**src/rtl/gray_ptr_sync_if.sv**
```systemverilog
// gray_ptr_sync_if: asynchronous source pointers in, synchronized pointer views out.
interface gray_ptr_sync_if #(
    parameter int ADDR_WIDTH = 4,
    parameter int CHANNELS = 1
);
    localparam int W = CHANNELS * (ADDR_WIDTH + 1);
    logic [W-1:0] wptr_gray;
    logic err_clr;
    logic [W-1:0] rq_gray;
    logic [W-1:0] rq_bin;
    logic [W-1:0] rq_delta;
    logic [CHANNELS-1:0] ptr_adv;
    logic [CHANNELS-1:0] gray_err;
    modport master (output wptr_gray, err_clr, input rq_gray, rq_bin, rq_delta, ptr_adv, gray_err);
    modport slave (input wptr_gray, err_clr, output rq_gray, rq_bin, rq_delta, ptr_adv, gray_err);
endinterface

```
**src/rtl/gray_ptr_sync.sv**
```systemverilog
// gray_ptr_sync: per-channel Gray pointer synchronizer with binary conversion,
// advance tracking and a sticky flag for illegal (backward / corrupt) motion.
module gray_ptr_sync #(
    parameter int ADDR_WIDTH = 4,
    parameter int SYNC_STAGES = 2,
    parameter int CHANNELS = 1
) (
    input logic rclk,
    input logic rrst,
    gray_ptr_sync_if.slave bus
);
    localparam int PW = ADDR_WIDTH + 1;
    localparam int W = CHANNELS * PW;
    localparam logic [PW-1:0] HALF = {1'b1, {ADDR_WIDTH{1'b0}}};

    logic [SYNC_STAGES-1:0][W-1:0] sync_q;
    logic [W-1:0] rq_gray, rq_bin, rq_delta, bin_next, delta_next;
    logic [CHANNELS-1:0] ptr_adv, gray_err, adv_next, err_set;

    assign rq_gray = sync_q[SYNC_STAGES-1];

    // A change is always a nonzero delta, so rq_delta==0 marks "no advance since
    // reset"; that first jump from the reset value is never flagged as an error.
    always_comb begin
        bin_next = '0;
        delta_next = '0;
        adv_next = '0;
        err_set = '0;
        for (int c = 0; c < CHANNELS; c++) begin
            for (int i = 0; i < PW; i++) bin_next[c*PW+i] = ^(rq_gray[c*PW +: PW] >> i);
            adv_next[c] = bin_next[c*PW +: PW] != rq_bin[c*PW +: PW];
            delta_next[c*PW +: PW] = adv_next[c] ? bin_next[c*PW +: PW] - rq_bin[c*PW +: PW] : rq_delta[c*PW +: PW];
            err_set[c] = adv_next[c] && rq_delta[c*PW +: PW] != '0 && delta_next[c*PW +: PW] > HALF;
        end
    end

    always_ff @(posedge rclk) begin
        if (rrst) begin
            sync_q <= '0;
            rq_bin <= '0;
            rq_delta <= '0;
            ptr_adv <= '0;
            gray_err <= '0;
        end else begin
            sync_q <= {sync_q[SYNC_STAGES-2:0], bus.wptr_gray};
            rq_bin <= bin_next;
            rq_delta <= delta_next;
            ptr_adv <= adv_next;
            gray_err <= err_set | (gray_err & ~{CHANNELS{bus.err_clr}});
        end
    end

    assign bus.rq_gray = rq_gray;
    assign bus.rq_bin = rq_bin;
    assign bus.rq_delta = rq_delta;
    assign bus.ptr_adv = ptr_adv;
    assign bus.gray_err = gray_err;
endmodule

```
**src/flat_wrapper.sv**
```systemverilog
// flat-port wrapper written by rule: the top's interface ports become plain ports
module gray_ptr_sync_flat 
#(
    parameter int ADDR_WIDTH = 4,
    parameter int SYNC_STAGES = 2,
    parameter int CHANNELS = 1
)
  (rclk, rrst, bus_wptr_gray, bus_err_clr, bus_rq_gray, bus_rq_bin, bus_rq_delta, bus_ptr_adv, bus_gray_err);
  gray_ptr_sync_if #(.ADDR_WIDTH(ADDR_WIDTH), .CHANNELS(CHANNELS)) bus_i ();
  input logic rclk;
  input logic rrst;
  input wire logic [$bits(bus_i.wptr_gray)-1:0] bus_wptr_gray;
  input wire logic [$bits(bus_i.err_clr)-1:0] bus_err_clr;
  output wire logic [$bits(bus_i.rq_gray)-1:0] bus_rq_gray;
  output wire logic [$bits(bus_i.rq_bin)-1:0] bus_rq_bin;
  output wire logic [$bits(bus_i.rq_delta)-1:0] bus_rq_delta;
  output wire logic [$bits(bus_i.ptr_adv)-1:0] bus_ptr_adv;
  output wire logic [$bits(bus_i.gray_err)-1:0] bus_gray_err;
  assign bus_i.wptr_gray = bus_wptr_gray;
  assign bus_i.err_clr = bus_err_clr;
  assign bus_rq_gray = bus_i.rq_gray;
  assign bus_rq_bin = bus_i.rq_bin;
  assign bus_rq_delta = bus_i.rq_delta;
  assign bus_ptr_adv = bus_i.ptr_adv;
  assign bus_gray_err = bus_i.gray_err;
  gray_ptr_sync #(.ADDR_WIDTH(ADDR_WIDTH), .SYNC_STAGES(SYNC_STAGES), .CHANNELS(CHANNELS)) u_core (.rclk(rclk), .rrst(rrst), .bus(bus_i));
endmodule
```
**config.mk**
```make
export PLATFORM = sky130hd
export DESIGN_NAME = gray_ptr_sync_flat
export DESIGN_NICKNAME = d
export VERILOG_FILES = /design/src/rtl/gray_ptr_sync_if.sv /design/src/rtl/gray_ptr_sync.sv /design/src/flat_wrapper.sv
export SDC_FILE = /design/constraint.sdc
export NUM_CORES = 1
export LEC_CHECK = 0
export CORE_AREA = 2 2 48 50
export DETAILED_ROUTE_END_ITERATION = 16
export DIE_AREA = 0 0 50 52
export PLACE_DENSITY_LB_ADDON = 0.08
export REMOVE_ABC_BUFFERS = 1
export SYNTH_ARGS = -nofsm -noshare
export SYNTH_HDL_FRONTEND = slang
export SYNTH_SLANG_ARGS = --single-unit
```
**constraint.sdc**
```tcl
create_clock -name rclk -period 3.7 [get_ports rclk]
set_input_delay 0.925 -clock rclk [delete_from_list [all_inputs] [get_ports rclk]]
set_output_delay 0.925 -clock rclk [all_outputs]
set_load 0.01 [all_outputs]
```
==> impl_metrics.csv, run 1 <==
group,metric,value,unit
outcome,status,"finished, final reports clean",
pwr,p_sw,170,uW
synthesis,syn_area,920,um2
pwr,pwr_density_cell,499,nW/um2
critical_path,required,3.90,ns
critical_path,slowest_delay,0.43,ns
synthesis,synthTopCellsByArea,"dfxtp_1, nor2b_1, ha_1, nor2_1, buf_4",
placed_design,post-dp-hpwl,1.17,mm
layout,final_nets,130,
synthesis,yosysMostFrequentCell,"dfxtp_1",
synthesis,synthArstFlopShare,0,
cts,cts_tree,"yes",
critical_path,path_class,"reg -> reg",
cts,cts.sinks,22,
route,wl_per_cell,10.2,um
pwr,switching_share,0.285,
cts,insertion_delay,0.30,ns
sta,worstMarginPinSlew,0.558,ns
pwr,internal_power,426,uW
floorplanning,dieArea,2600,um2
layout,utilization,0.567,
layout,drive_gt1_frac,0.0776,
critical_path,cp_slowest_cell,"dfxtp_1",
synthesis,synthCells,94,
placed_design,place_ws,0.679,ns
cts,cts_made_buffers,3,
critical_path,critPathBufInv,0,
pwr,p_clk_frac,0.214,
cts,clock_tree.root_cell,"clkbuf_4",
pwr,peakVddDrop,0.307,mV
sta,grt_setup_unrepaired,"false",
route,avgViaCountPerCell,4.67,
critical_path,path_delay_family,"XOR/XNOR gates",
grt,grt_max_degree,21,
cts,clk_path_buf_depth,2,
synthesis,yosys_most_used_dff,"dfxtp_1",
layout,syn2layout_area_growth,29.8,%
grt,globalRouteTotalUtil,0.129,
critical_path,path_cells,"xor2_2 > xnor2_2 > xor2_2 > xor2_1 > ha_1 > fa_1 > nand2b_1 > a21oi_1 > mux2i_1 > a211oi_1 > or3_1",
sta,hold_violations,0,
sta,setup_ws,0.673,ns
synthesis,synth-edff-count,0,
floorplanning,core,2110,um2
cts,path_clk_slew,0.12,ns
critical_path,cp_data_arrival_time,3.22,ns
sta,setup_viol,0,
placed_design,portBuffers,24,
critical_path,crit_path_frequent_cell,"xor2_2",
pwr,sequentialPowerShare,0.472,
floorplanning,boundaryPins,25,
cts,cts_resized,0,
critical_path,critPathLaunchType,"register",
route,wirelength,1.47,mm
synthesis,synth_seq_cells,22,
layout,diodes,0,
grt,antenna_found_initial,0,
critical_path,worstPathMaxFanout,4,
grt,grt-ovfl-total,0,
job,cap_violations,0,
synthesis,syn_avg_cell_area,9.78,um2
synthesis,yosys-top-cells-count,"dfxtp_1, nor2b_1, nor2_1, a21oi_1, nand2_1",
cts,post-cts-setup-buffer-count,0,
critical_path,end_kind,"register",
sta,fin_crit,3.03,ns
pwr,p_leak,0.000491,uW
sta,setup_tns,0,ns
sta,max_slew_margin,0.626,
placed_design,gp_congestion,0.753,
sta,drv_slew,0,
cts,holdBufCountCts,0,
grt,grt_pass1_wl,2.48,mm
route,dr.pass1.iters,4,
route,first_iter_violations,6,
floorplanning,rows,17,
route,drc_errors,0,
synthesis,synth_top_area_share,0.479,
sta,skew,0.00510,ns
pwr,power_frac_comb,0.314,
layout,fillCellCount,190,
placed_design,place_area,1160,um2
floorplanning,die_y,52,um
route,ant_nets,0,
floorplanning,die_w,50,um
synthesis,synth_warnings,0,
sta,holdWs,0.451,ns
floorplanning,start_util,0.437,
sta,finalCritPeriodShare,0.818,
synthesis,synth_cell_type_count,25,
layout,postLayoutCellArea,1190,um2
cts,htreeDepth,1,
grt,grt_pass1_vias,618,
synthesis,yosys.area.top_type,"dfxtp_1",
synthesis,synth-seq-area-share,0.479,
route,via_count,673,
hold_path,worstHoldPathType,"reg -> reg",
sta,fmax,330,MHz
==> path summary, 6_finish.rpt <==
| path | start | to | slack [ns] | depth (start not counted) |
|---|---|---|---|---|
| max reg2reg | u_core.bus.rq_gray[4] | u_core.bus.gray_err | 0.67 | 11 |
| min reg2reg | u_core.sync_q[3] | u_core.bus.rq_gray[3] | 0.45 | 1 |
| min | u_core.sync_q[3] | u_core.bus.rq_gray[3] | 0.45 | 1 |
| max | u_core.bus.rq_gray[4] | u_core.bus.gray_err | 0.67 | 11 |
==> sequential cells by signal, summed over array words and instances, names as in the netlist <==
name,count
u_core.bus.rq_bin,5
u_core.bus.rq_delta,5
u_core.bus.rq_gray,5
u_core.sync_q,5
u_core.bus.gray_err,1
u_core.bus.ptr_adv,1
==> area by class of cell <==
cell class              count  area [um2]  share of cell area
flip-flops and latches     22         440               0.369
multi-input cells          60         415               0.348
repair buffers             25         248               0.208
clock buffers               4        36.3              0.0304
well taps                  28        35.0              0.0294
inverters                   5        18.8              0.0157
==> worst reg2reg max path: stages (launching register included) <==
cell and delay (ns):
dfxtp_1 0.43, xor2_2 0.23, xnor2_2 0.18, xor2_2 0.28, xor2_1 0.14, ha_1 0.23, fa_1 0.41, nand2b_1 0.16
a21oi_1 0.16, mux2i_1 0.29, a211oi_1 0.08, or3_1 0.34
==> logic make-up (layout without fill, tap and decap cells) <==
group                      count (synthesis)  in the layout  share of synthesized area
AOI/OAI and AO/OA                         11             11                     0.0694
muxes                                      1              1                     0.0109
and+or+nand+nor                           36             36                      0.204
xor gates and xnor gates                   7              7                     0.0912
adders and majority gates                  5              5                     0.0762
buffers and inverters                     12             34                     0.0694
DFF                                       22             22                      0.479
==> metrics by stage <==
stage          total power (uW)  instances
2_1_floorplan               397         87
3_3_place_gp                476        140
3_5_place_dp                476        140
4_1_cts                     607        144
5_1_grt                     640        144
6_report                    595        144
==> power by group through the flow <==
stage | logic, uW | clock network [uW] | registers (uW)
finish | 187 | 127 | 281
floorplan | 99.1 | 0 | 298
detailed placement | 189 | 0 | 287
global placement | 189 | 0 | 287
CTS | 189 | 136 | 282
global route | 208 | 146 | 285
==> routing by layer <==
layer	vias up	GRT usage	share of wire
met2	16	0.206	0.49
met3	2	0.0460	0.056
met4	0	0.0556	0.0095
met1	314	0.156	0.45
li1	341	-	-
met5	-	0	0
==> placed cells by master, fill, tap and decap left out <==
cell type,synthesis,final
ha_1,4,4
xnor2_2,1,1
nor3b_1,1,1
fa_1,1,1
nor3_1,1,1
xor2_1,3,3
clkbuf_8,0,1
or4_1,1,1
clkdlybuf4s50_1,0,24
clkbuf_4,0,3
nor2b_1,13,13
dfxtp_1,22,22
nand2b_1,1,1
xor2_2,2,2
xnor2_1,1,1
buf_4,5,1
a21oi_1,6,6
o21bai_1,1,1
mux2i_1,1,1
o21ai_0,2,2
nand2_1,6,6
nor2_1,11,11
a41oi_1,1,1
inv_1,5,5
nor3_2,1,1
or3_1,1,1
a211oi_1,1,1
(Power assumes the default switching activity.)
==> run 2, diff against run 1 <==
==> constraint.sdc (replaced) <==
create_clock -name rclk -period 3.1 [get_ports rclk]
set_input_delay 0.775 -clock rclk [delete_from_list [all_inputs] [get_ports rclk]]
set_output_delay 0.775 -clock rclk [all_outputs]
set_load 0.01 [all_outputs]
==> run 2 against run 1 <==
- largest cell class unchanged
- clock skew is 0.0036 ns lower
- setup slack worse by 0.49 ns
- critical path type unchanged
- total power up 22%
- first-iteration DRC count down 33%
==> impl_metrics.csv, run 2 (same netlist as run 1, synthesis figures left out) <==
group,metric,value,unit
outcome,status,"finished, final reports clean",
grt,antenna_found_initial,0,
layout,final_nets,133,
route,ant_nets,0,
critical_path,r2r_slack,0.18,ns
cts,cts_tree,"yes",
grt,busiest_layer,"met2",
cts,clock_tree.root_cell,"clkbuf_4",
sta,drv_slew,0,
floorplanning,rows,17,
floorplanning,die_y,52,um
grt,grt_max_degree,21,
route,wirelength,1.51,mm
grt,grt_util_met3,0.0230,
pwr,peakVddDrop,0.346,mV
floorplanning,die_w,50,um
sta,finalCritPeriodShare,0.942,
pwr,p_leak,0.000503,uW
grt,met1_usage,0.166,
critical_path,rr_startpoint,"u_core.bus.rq_gray[4]",
critical_path,path_class,"reg -> reg",
floorplanning,boundaryPins,25,
layout,diodes,0,
hold_path,worstHoldPathType,"reg -> reg",
layout,syn2layout_area_growth,33.2,%
layout,fillCellCount,177,
floorplanning,dieArea,2600,um2
pwr,pwr_density_cell,594,nW/um2
sta,max_slew_margin,0.613,
sta,setup_viol,0,
grt,grt-ovfl-total,0,
grt,grt_pass1_wl,2.50,mm
sta,fmax,343,MHz
layout,utilization,0.582,
cts,clk_path_buf_depth,2,
floorplanning,start_util,0.437,
layout,final_common_cell,"clkdlybuf4s50_1",
cts,cts_made_buffers,3,
sta,hold_violations,0,
hold_path,hold-path-cell-count,1,
placed_design,portBuffers,24,
sta,worstMarginPinSlew,0.577,ns
placed_design,place_area,1160,um2
grt,globalRouteMet2Util,0.202,
hold_path,hp-start,"u_core.sync_q[0]",
cts,cts.sinks,22,
route,avgViaCountPerCell,4.65,
sta,setup_tns,0,ns
layout,postLayoutCellArea,1220,um2
cts,htreeDepth,1,
pwr,power,728,uW
route,wl_per_cell,10.3,um
grt,globalRouteTotalUtil,0.126,
cts,path_clk_slew,0.12,ns
critical_path,ff2ff_path_depth,11,
cts,insertion_delay,0.30,ns
critical_path,critPathLaunchType,"register",
critical_path,required,3.30,ns
layout,final_cell_mix,"clkdlybuf4s50_1, dfxtp_1, nor2b_1",
hold_path,hold_end,"u_core.bus.rq_gray[0]",
sta,fin_crit,2.92,ns
sta,skew,0.00150,ns
route,first_iter_violations,4,
sta,grt_setup_unrepaired,"false",
layout,register_area,442,um2
critical_path,worstPathMaxFanout,4,
critical_path,rr_endpoint,"u_core.bus.gray_err",
critical_path,end_kind,"register",
grt,grt_pass1_vias,576,
layout,multi_input_area,423,um2
floorplanning,core,2110,um2
layout,drive_gt1_frac,0.126,
critical_path,cp_data_arrival_time,3.11,ns
job,cap_violations,0,
placed_design,gp_congestion,0.767,
route,drc_errors,0,
route,dr.pass1.iters,3,
route,via_count,683,
-- run 2: per-stage QoR --
step,hold WS (ns),cells,worst slack (ns)
after floorplan,0.414,87,0.243
after global placement,0.416,140,0.185
after detailed placement,0.429,140,0.0897
after CTS,0.456,144,0.0603
after global routing,0.462,147,0.00941
final,0.451,147,0.181
-- run 2: critical path: stages (launching register included) --
cell	delay, ns
dfxtp_2	0.37
xor2_2	0.19
xnor2_2	0.26
xor2_2	0.27
xor2_1	0.13
ha_1	0.22
fa_1	0.40
nand2b_1	0.17
a21oi_2	0.14
mux2i_2	0.27
a211oi_1	0.07
or3_1	0.33
-- run 2: repair_timing --
action | in CTS | in global routing
gates resized for setup | 0 | 3
buffers inserted | 0 | 3
endpoints found under the setup margin | 0 | 1
hold buffers | 0 | 0
-- run 2: layout make-up --
class	count	share of cell area
Sequential cell	22	0.361
Multi-Input combinational cell	60	0.345
Timing Repair Buffer	28	0.221
Clock buffer	4	0.0296
Tap cell	28	0.0286
Inverter	5	0.0153
-- run 2: worst max-delay path by stage --
stage	from	end	depth (start not counted)
4_1_cts	u_core.bus.rq_gray[4]	u_core.bus.gray_err	11
3_3_place_gp	u_core.bus.rq_gray[4]	u_core.bus.gray_err	11
3_5_place_dp	u_core.bus.rq_gray[4]	u_core.bus.gray_err	11
2_1_floorplan	u_core.bus.rq_gray[4]	u_core.bus.gray_err	11
5_1_grt	u_core.bus.rq_gray[4]	u_core.bus.gray_err	11
6_report	u_core.bus.rq_gray[4]	u_core.bus.gray_err	11
-- run 2: power by group --
group          total (uW)  internal [uW]  switching, uW  leakage, uW
Combinational         238            130            108     0.000300
Sequential            336            317           19.4     0.000182
Clock                 154           71.5           82.3    0.0000210
-- run 2: routing by layer --
| layer | part of all wire | vias to the layer above |
|---|---|---|
| li1 | - | 344 |
| met1 | 0.47 | 323 |
| met2 | 0.47 | 14 |
| met3 | 0.044 | 2 |
| met4 | 0.0079 | 0 |
| met5 | 0 | - |
==> run 3, diff against run 2 <==
--- a/config.mk
+++ b/config.mk
@@ -13,3 +13,4 @@
 export SYNTH_ARGS = -nofsm -noshare
 export SYNTH_HDL_FRONTEND = slang
 export SYNTH_SLANG_ARGS = --single-unit
+export TNS_END_PERCENT = 100
==> constraint.sdc (replaced) <==
create_clock -name rclk -period 3.1 [get_ports rclk]
set_input_delay 0.775 -clock rclk [delete_from_list [all_inputs] [get_ports rclk]]
set_output_delay 0.775 -clock rclk [all_outputs]
set_load 0.005 [all_outputs]
==> results of run 3 <==
Same layout as run 2 (identical final DEF). Status: finished, final reports clean.
Main changes from that run: total power 728 uW -> 716 uW; worst IR drop on VDD 0.346 mV -> 0.339 mV
